**config.mk**
```make
export PLATFORM = sky130hd
export DESIGN_NAME = peaks_reader
export DESIGN_NICKNAME = d
export VERILOG_FILES = /design/src/rtl/peaks_reader.sv
export SDC_FILE = /design/constraint.sdc
export NUM_CORES = 2
export LEC_CHECK = 0
export ABC_AREA = 1
export ABC_CLOCK_PERIOD_IN_PS = 107800
export BUFFER_PORTS_ARGS = -buffer_cell sky130_fd_sc_hd__buf_2
export CORE_MARGIN = 2
export CORE_UTILIZATION = 70
export CTS_BUF_LIST = sky130_fd_sc_hd__clkbuf_8
export DETAILED_ROUTE_END_ITERATION = 6
export PLACE_DENSITY_LB_ADDON = 0.25
export RECOVER_POWER = 50
export SETUP_SLACK_MARGIN = 0.02
export SKIP_CTS_REPAIR_TIMING = 1
export SLEW_MARGIN = 25
export SYNTH_ARGS = -nofsm -noshare
export SYNTH_HDL_FRONTEND = slang
export SYNTH_SLANG_ARGS = --single-unit
```
**constraint.sdc**
```tcl
create_clock -name clk -period 107.8 [get_ports clk]
set_clock_uncertainty 0.2 [all_clocks]
set_input_delay 5.39 -clock clk [delete_from_list [all_inputs] [get_ports clk]]
set_output_delay 5.39 -clock clk [all_outputs]
set_load 0.01 [all_outputs]
```
**src/rtl/peaks_reader.sv**
```systemverilog
// peaks_reader
//   Captures each new peak set published by the peaks stage into a DEPTH-frame
//   FIFO and exposes the head frame and status to the HPS over a 32-bit slave.
//
// Ports
//   clk, reset       system clock, asynchronous active-high reset
//   counter_in       frame counter from the peaks stage (changes once per frame)
//   freqs_in         PEAKS packed frequency indices, peak i at [i*FREQ_W +: FREQ_W]
//   amplitudes_in    PEAKS packed signed amplitudes, peak i at [i*AMPL_W +: AMPL_W]
//   chipselect       slave select qualifying read/write
//   read, write      slave strobes
//   address          register index (0 STATUS, 1 HEAD_TIME, 2.. HEAD_PEAK i)
//   writedata        write data (addr 0: bit0 pop, bit1 clear OVF/GAP/drop)
//   readdata         registered read data, updated on each qualified read
module peaks_reader #(
   parameter int PEAKS  = 6,
   parameter int FREQ_W = 8,
   parameter int AMPL_W = 8,
   parameter int TIME_W = 16,
   parameter int DEPTH  = 16
) (
   input  logic                             clk,
   input  logic                             reset,
   input  logic        [TIME_W-1:0]         counter_in,
   input  logic        [PEAKS*FREQ_W-1:0]   freqs_in,
   input  logic signed [PEAKS*AMPL_W-1:0]   amplitudes_in,
   input  logic                             chipselect,
   input  logic                             read,
   input  logic                             write,
   input  logic        [3:0]                address,
   input  logic        [31:0]               writedata,
   output logic        [31:0]               readdata
);

   localparam int FTOT  = PEAKS * FREQ_W;
   localparam int ATOT  = PEAKS * AMPL_W;
   localparam int REC_W = TIME_W + FTOT + ATOT;
   localparam int IDX_W = $clog2(DEPTH);
   localparam int PTR_W = IDX_W + 1;

   // Record layout: {counter, freqs, amplitudes}
   logic [REC_W-1:0]  s1_q, s1_d, s2_q, s2_d;
   logic [TIME_W-1:0] last_counter_q, last_counter_d;
   logic [PTR_W-1:0]  wptr_q, wptr_d, rptr_q, rptr_d;
   logic              ovf_q, ovf_d, gap_q, gap_d;
   logic [7:0]        drop_q, drop_d;
   logic [31:0]       readdata_q, readdata_d;
   logic [REC_W-1:0]  fifo_q [DEPTH];

   logic [TIME_W-1:0] s2_cnt, expect_cnt, head_cnt;
   logic [REC_W-1:0]  head;
   logic [PTR_W-1:0]  count;
   logic              empty, full, capture, pop_req, clr_req;
   logic              do_pop, do_push, overflow;
   logic [31:0]       status, rd_word;
   logic [FREQ_W-1:0] pk_f;
   logic signed [AMPL_W-1:0] pk_a;
   logic              unused_wd;

   assign unused_wd = ^writedata[31:2];
   assign readdata  = readdata_q;

   always_comb begin
      s1_d       = {counter_in, freqs_in, amplitudes_in};
      s2_d       = s1_q;
      s2_cnt     = s2_q[REC_W-1 -: TIME_W];
      expect_cnt = last_counter_q + TIME_W'(1);

      count = wptr_q - rptr_q;
      empty = (count == '0);
      full  = (count == PTR_W'(DEPTH));

      // Two identical consecutive samples guard against catching a frame mid-update
      capture = (s1_q == s2_q) && (s2_cnt != last_counter_q);

      pop_req = chipselect && write && (address == 4'd0) && writedata[0];
      clr_req = chipselect && write && (address == 4'd0) && writedata[1];

      // A pop on a full FIFO frees the slot the simultaneous push needs
      do_pop   = pop_req && !empty;
      do_push  = capture && (!full || do_pop);
      overflow = capture && full && !do_pop;

      last_counter_d = capture ? s2_cnt : last_counter_q;
      wptr_d = do_push ? wptr_q + PTR_W'(1) : wptr_q;
      rptr_d = do_pop  ? rptr_q + PTR_W'(1) : rptr_q;

      // Clear first so an event in the same cycle is not lost
      ovf_d  = clr_req ? 1'b0 : ovf_q;
      gap_d  = clr_req ? 1'b0 : gap_q;
      drop_d = clr_req ? 8'd0 : drop_q;
      if (overflow) begin
         ovf_d = 1'b1;
         if (drop_d != 8'hFF) drop_d = drop_d + 8'd1;
      end
      if (capture && (s2_cnt != expect_cnt)) gap_d = 1'b1;

      status        = '0;
      status[7:0]   = 8'(count);
      status[8]     = empty;
      status[9]     = full;
      status[10]    = ovf_q;
      status[11]    = gap_q;
      status[23:16] = drop_q;

      head     = fifo_q[rptr_q[IDX_W-1:0]];
      head_cnt = head[REC_W-1 -: TIME_W];

      pk_f    = '0;
      pk_a    = '0;
      rd_word = '0;
      if (address == 4'd0) begin
         rd_word = status;
      end else if (!empty) begin
         if (address == 4'd1) rd_word = 32'(head_cnt);
         for (int i = 0; i < PEAKS; i++) begin
            if (address == 4'(i + 2)) begin
               pk_f    = head[ATOT + i*FREQ_W +: FREQ_W];
               pk_a    = head[i*AMPL_W +: AMPL_W];
               rd_word = {16'(pk_a), 16'(pk_f)};
            end
         end
      end

      readdata_d = (chipselect && read) ? rd_word : readdata_q;
   end

   always_ff @(posedge clk or posedge reset) begin
      if (reset) begin
         s1_q           <= '0;
         s2_q           <= '0;
         last_counter_q <= '0;
         wptr_q         <= '0;
         rptr_q         <= '0;
         ovf_q          <= 1'b0;
         gap_q          <= 1'b0;
         drop_q         <= '0;
         readdata_q     <= '0;
      end else begin
         s1_q           <= s1_d;
         s2_q           <= s2_d;
         last_counter_q <= last_counter_d;
         wptr_q         <= wptr_d;
         rptr_q         <= rptr_d;
         ovf_q          <= ovf_d;
         gap_q          <= gap_d;
         drop_q         <= drop_d;
         readdata_q     <= readdata_d;
      end
   end

   always_ff @(posedge clk or posedge reset) begin
      if (reset) begin
         for (int i = 0; i < DEPTH; i++) fifo_q[i] <= '0;
      end else if (do_push) begin
         fifo_q[wptr_q[IDX_W-1:0]] <= s2_q;
      end
   end

endmodule

```
# After elaboration in Yosys (flattened, before gate mapping)
# Index checks and enable logic that the tools add are counted.
[word_totals] regBits=2084 output_inout_bits=32 input_bits=153 elab_cells=88
[op_classes] add_sub_neg=5 n_bitwise=2 n_lt_le_gt_ge=3 mux=21 reduce_logical=20 n_eq_ne=12
[op_table] cell="bitwise mux 1792 bit" n=1
[op_table] cell="binary-select mux 112 bit (select 4 bit)" n=1
[op_table] cell="demux 112 bit (select 4 bit)" n=1
[op_table] cell="2-to-1 mux 112 bit" n=3
[op_table] cell="2-to-1 mux 32 bit" n=8
[op_table] cell="equality test 112 bit" n=1
[op_table] cell="!= test 16 bit" n=2
[op_table] cell="2-to-1 mux 8 bit" n=3
[op_table] cell="adder 16 x 1 -> 16 bit, second input constant" n=1
[op_table] cell="equality test 4 x 3 -> 1 bit, second input constant" n=4
[op_table] cell="2-to-1 mux 16 bit" n=1
[op_table] cell="logical AND 1 bit" n=12
[op_table] cell="adder 5 x 1 -> 5 bit, second input constant" n=2
[op_table] cell=">= comparator 5 bit, second input constant" n=2
[op_table] cell="inverter 4 -> 5 bit" n=2
[op_table] cell="adder 8 x 1 -> 8 bit, second input constant" n=1
[op_table] cell="equality test 4 x 2 -> 1 bit, second input constant" n=2
[op_table] cell="!= test 8 bit, second input constant" n=1
[op_table] cell="equality test 5 bit, second input constant" n=1
[op_table] cell="zero test 5 bit" n=1
[op_table] cell="< comparator 5 x 1 -> 1 bit, second input constant" n=1
[op_table] cell="subtractor 5 bit" n=1
[op_table] cell="equality test 4 x 1 -> 1 bit, second input constant" n=1
[op_table] cell="zero test 4 bit" n=1
[op_table] cell="other kinds (4)" n=9

# Longest topological paths before layout
[logic_depth] ltp_word=13 ltp_mapped=19 ltp_nobuf=15

# Worst setup path after synthesis
# Ideal clock, no wire load.
[synth_path] path_kind="input to register" from="input address[0]" to="register fifo_q[283] in the netlist's numbering" stages=13 path_buffers=3 required_ns=107.534 setup_slack_ns=100.592 t_arrival_ns=6.942 setup_ns=0.066 path_cell_list="inv_1 nand3_1 nor2_1 inv_1 nor2_1 nor3_1 nor2_2 buf_4 nand2_1 buf_4 clkbuf_1 nand2_1 nand2_1"
[synth_between] elab_chain_len=6
[synth_rtl] item="start: declaration" line="30" text="input logic [3:0] address,"
[synth_rtl] item="zero test 4 bit" line="76" text="pop_req = chipselect && write && (address == 4'd0) && writedata[0];"
[synth_rtl] item="logical AND 1 bit (2 in a row)" line="76"
[synth_rtl] item="logical AND 1 bit" line="80" text="do_pop = pop_req && !empty;"
[synth_rtl] item="logical OR 1 bit" line="81" text="do_push = capture && (!full || do_pop);"
[synth_rtl] item="logical AND 1 bit" line="81"
[synth_rtl] item="end signal: indexed assignment" line="156" text="fifo_q[wptr_q[IDX_W-1:0]] <= s2_q;"
[synth_rtl] item="end: declaration" line="48" text="logic [REC_W-1:0] fifo_q [DEPTH];"
# Every way passes these cells.
# A chain may end at the register's enable or synchronous reset.

==> results.md <==
- # nets final: 12716
- 1st-pass router iterations: 7
- CP Buf/Inv Count: 5
- Area of the multi-input gates: 42000 µm²
- RR Endpoint: fifo_q[472]
- Clock power frac: 38.9%
- Largest net degree at the start of global routing: 237
- Post-route cell area: 106000 µm²
- Hold WC Path Type: reg2reg
- Drt initial violations: 17011
- R2R cell count: 17
- Cell Area, Synth: about 100000 µm²
- Hold path cells: 0
- Cell variety after synth: 42
- Die height: 381 µm
- Hold Crit Start: s1_q[101]
- I/O pin count: 185
- Initial cell density of the core: 70.4%
- Port buffer count: around 150
- Worst-Margin Slew: a little under 9000 ps
- Row count: 138
- RSZ-0062 raised after global routing: false
- Max-slew violation count: 1885
- Failing checks: DRC, capacitance limit, slew limit
- Max stage delay on crit path: 6360 ps
- CTS tree: done
- Total Neg Setup Slack: 0 ps
- Post-Syn Instances: 13071
- PD cells: approximately 17 nW/µm²
- Clk buf depth: 4
- Overflow after GRT: 0
- DP Area: 99500 µm²
- Post-Syn Nets: 13236
- Status: finished with violations
- Yosys warns: 0
- Reg2Reg Setup Slack: 99750 ps
- Critical path arrival: 21810 ps
- CP Capture Type: async pin
- DIE AREA: 145000 µm²
- WP data required: 107710 ps
- Post-synthesis sequential area ratio: 52.2%
- H-tree levels: 5
- Minimum clock period: 21910 ps
- Slew margin rel.: -492%
- Post-DRT Antenna Nets: 0
- First-pass GRT wire length: 543000 µm
- Switching Power: approximately 0.55 mW
- CTS Buf Count: 348
- Final WL: 361000 µm
- Synth Flop Type: dfrtp_1
- Setup Viol. Count Final: 0
- Switching share of power: 31.2%
- Layout cells sized above 1: 6.57%
- Most frequent cells in the layout: nand2_1, nand3_1, dfrtp_1, clkbuf_8, nor2_1
- F_max: 45.6 MHz
- Seq pwr share: 45.9%
- Critical-path cell list: buf_2 > clkinvlp_2 > clkbuf_1 > clkbuf_1 > clkbuf_1
- Tcrit/Tclk final: 20.3%
- Total number of vias: 95345
- Crit path max-delay family: buffers and inverters
- Area of the core: 141000 µm²
- Flops & latches, synth: ~2100
- DRC Markers: 10
- Asr flop ratio synth: 100%
- Hold EP: s2_q[101]
- Clk root buf: clkbuf_8
- Crit path launch type: input pin
- Logic pwr share: roughly 15%
- Hold Violations, Final: 0
- Most common cell after layout, fill and taps aside: nand2_1
- Internal power: roughly 1.2 mW
- Via density: 6.50
- CP Class: in2async
- Syn_area_per_cell: 7.62 µm²
- Initial antenna violation count: 14
- Filler cell count: around 11000
- Static leakage: 56.4 nW
- IR drop worst, VDD: 16.4 µV
- Clock sink count: roughly 2100
- Clock transition at path regs: 60 ps
- Vias in the first global route: 90116
- Sequential Area: 52000 µm²
- Final GP Congestion: approximately 0.94
- P&R area growth vs syn: 6.54%
- Die width: 381 µm
- Reg2Reg Launch Point: s2_q[68]
- Max-Cap Viols: 25
- Cell at the slowest stage of the critical path: clkbuf_1
- CP max FO: 166
- Post-synth EDFFs: 0
- Routed wire per std cell: 24.6 µm
- Clk_lat worst skew: 1060 ps
- Post-DP HPWL: 194000 µm
- CP dominant cell by count: clkbuf_1
- Gr usage total: 49.3%
## worst reg2reg max path, delay by kind of cell (launching register included)
kind / cells / cell delay, ps
buf+inv: 5 / 3420
simple gates: 11 / 2600
xor+xnor: 1 / 980
flops: 1 / 730
## power by group through the flow
stage / clock, mW / sequential, mW / combinational [mW]
after floorplan: 0 / 0.806 / 0.186
after global placement: 0 / 0.824 / 0.253
after detailed placement: 0 / 0.824 / 0.255
after CTS: 0.686 / 0.810 / 0.256
after global routing: 0.722 / 0.812 / 0.282
final: 0.689 / 0.813 / 0.269
## how the worst max path moves through the flow
| stage | from | slack [ps] | end | cells past startpoint |
|---|---|---|---|---|
| final | reset | 85890 | fifo_q[1714] | 5 |
| after detailed placement | address[2] | 96000 | fifo_q[455] | 16 |
| after global placement | address[2] | 95810 | fifo_q[1107] | 15 |
| after global routing | reset | 82810 | fifo_q[1714] | 5 |
| after CTS | address[2] | 97050 | fifo_q[455] | 16 |
| after floorplan | reset | 43540 | drop_q[0] | 1 |
## Yosys cell counts (23+ instances only)
| master | instances | area [µm²] |
|---|---|---|
| nand2_1 | 5561 | 20900 |
| nand3_1 | 2575 | 12900 |
| dfrtp_1 | 2077 | 52000 |
| clkbuf_1 | 640 | 2400 |
| nor2_1 | 429 | 1610 |
| buf_2 | 419 | 2100 |
| a21oi_1 | 318 | 1590 |
| o21ai_0 | 216 | 1080 |
| inv_1 | 213 | 800 |
| buf_1 | 116 | 435 |
| xnor2_1 | 80 | 701 |
| nand4_1 | 69 | 432 |
| a22oi_1 | 56 | 420 |
| or2_2 | 37 | 231 |
| o211ai_1 | 32 | 240 |
| nor3_1 | 28 | 140 |
| a32o_1 | 27 | 270 |
| o22ai_1 | 23 | 144 |
| xor2_1 | 23 | 201 |
## sequential cells by signal, indices dropped and copies added, names as in the netlist
| signal | flops |
|---|---|
| readdata | 25 |
| drop_q | 8 |
| rptr_q | 5 |
| last_counter_q | 16 |
| fifo_q | 1792 |
| gap_q | 1 |
| wptr_q | 5 |
| s1_q | 112 |
| s2_q | 112 |
| ovf_q | 1 |
## layer usage
| layer | wire, µm | global-route usage [%] | up-vias | part of all wire (%) |
|---|---|---|---|---|
| met1 | 120000 | 63.6 | 44208 | 33 |
| met3 | 63000 | 18.4 | 1997 | 17 |
| met2 | 148000 | 69.2 | 8131 | 41 |
| met4 | 29800 | 33.6 | 18 | 8.3 |
| li1 | - | - | 40991 | - |
| met5 | 316 | 0 | - | 0.088 |
## through the flow
| stage | hold slack, ps | power, mW | setup slack [ps] | instances | utilization (%) |
|---|---|---|---|---|---|
| finish | 168 | 1.77 | 85890 | 14677 | 75.0 |
| global placement | 162 | 1.08 | 95810 | 14088 | 70.3 |
| global route | 181 | 1.82 | 82810 | 14670 | 75.0 |
| floorplan | 154 | 0.992 | 43540 | 13071 | - |
| detailed placement | 164 | 1.08 | 96000 | 14088 | 70.4 |
| CTS | 171 | 1.75 | 97050 | 14666 | 75.1 |
## layout make-up
| cell class | instances | area share [%] |
|---|---|---|
| multi-input combinational | 9584 | 39.6 |
| clock buffer | 431 | 5.59 |
| sequential | 2077 | 49.0 |
| tap | 1890 | 2.23 |
| clock inverter | 147 | 0.693 |
| inverter | 219 | 0.802 |
| timing repair buffer | 321 | 2.02 |
| antenna | 8 | 0.0189 |
## cell families after synthesis
kind of cell	count (synthesis)	synth area share, %
flip-flops	2077	52.2
AO/OA/AOI/OAI	744	4.34
AND/OR/NAND/NOR	8725	36.5
adder cells (fa/ha/maj)	12	0.158
XOR/XNOR	103	0.906
buffers and inverters	1410	5.90
(Power assumes the default switching activity.)
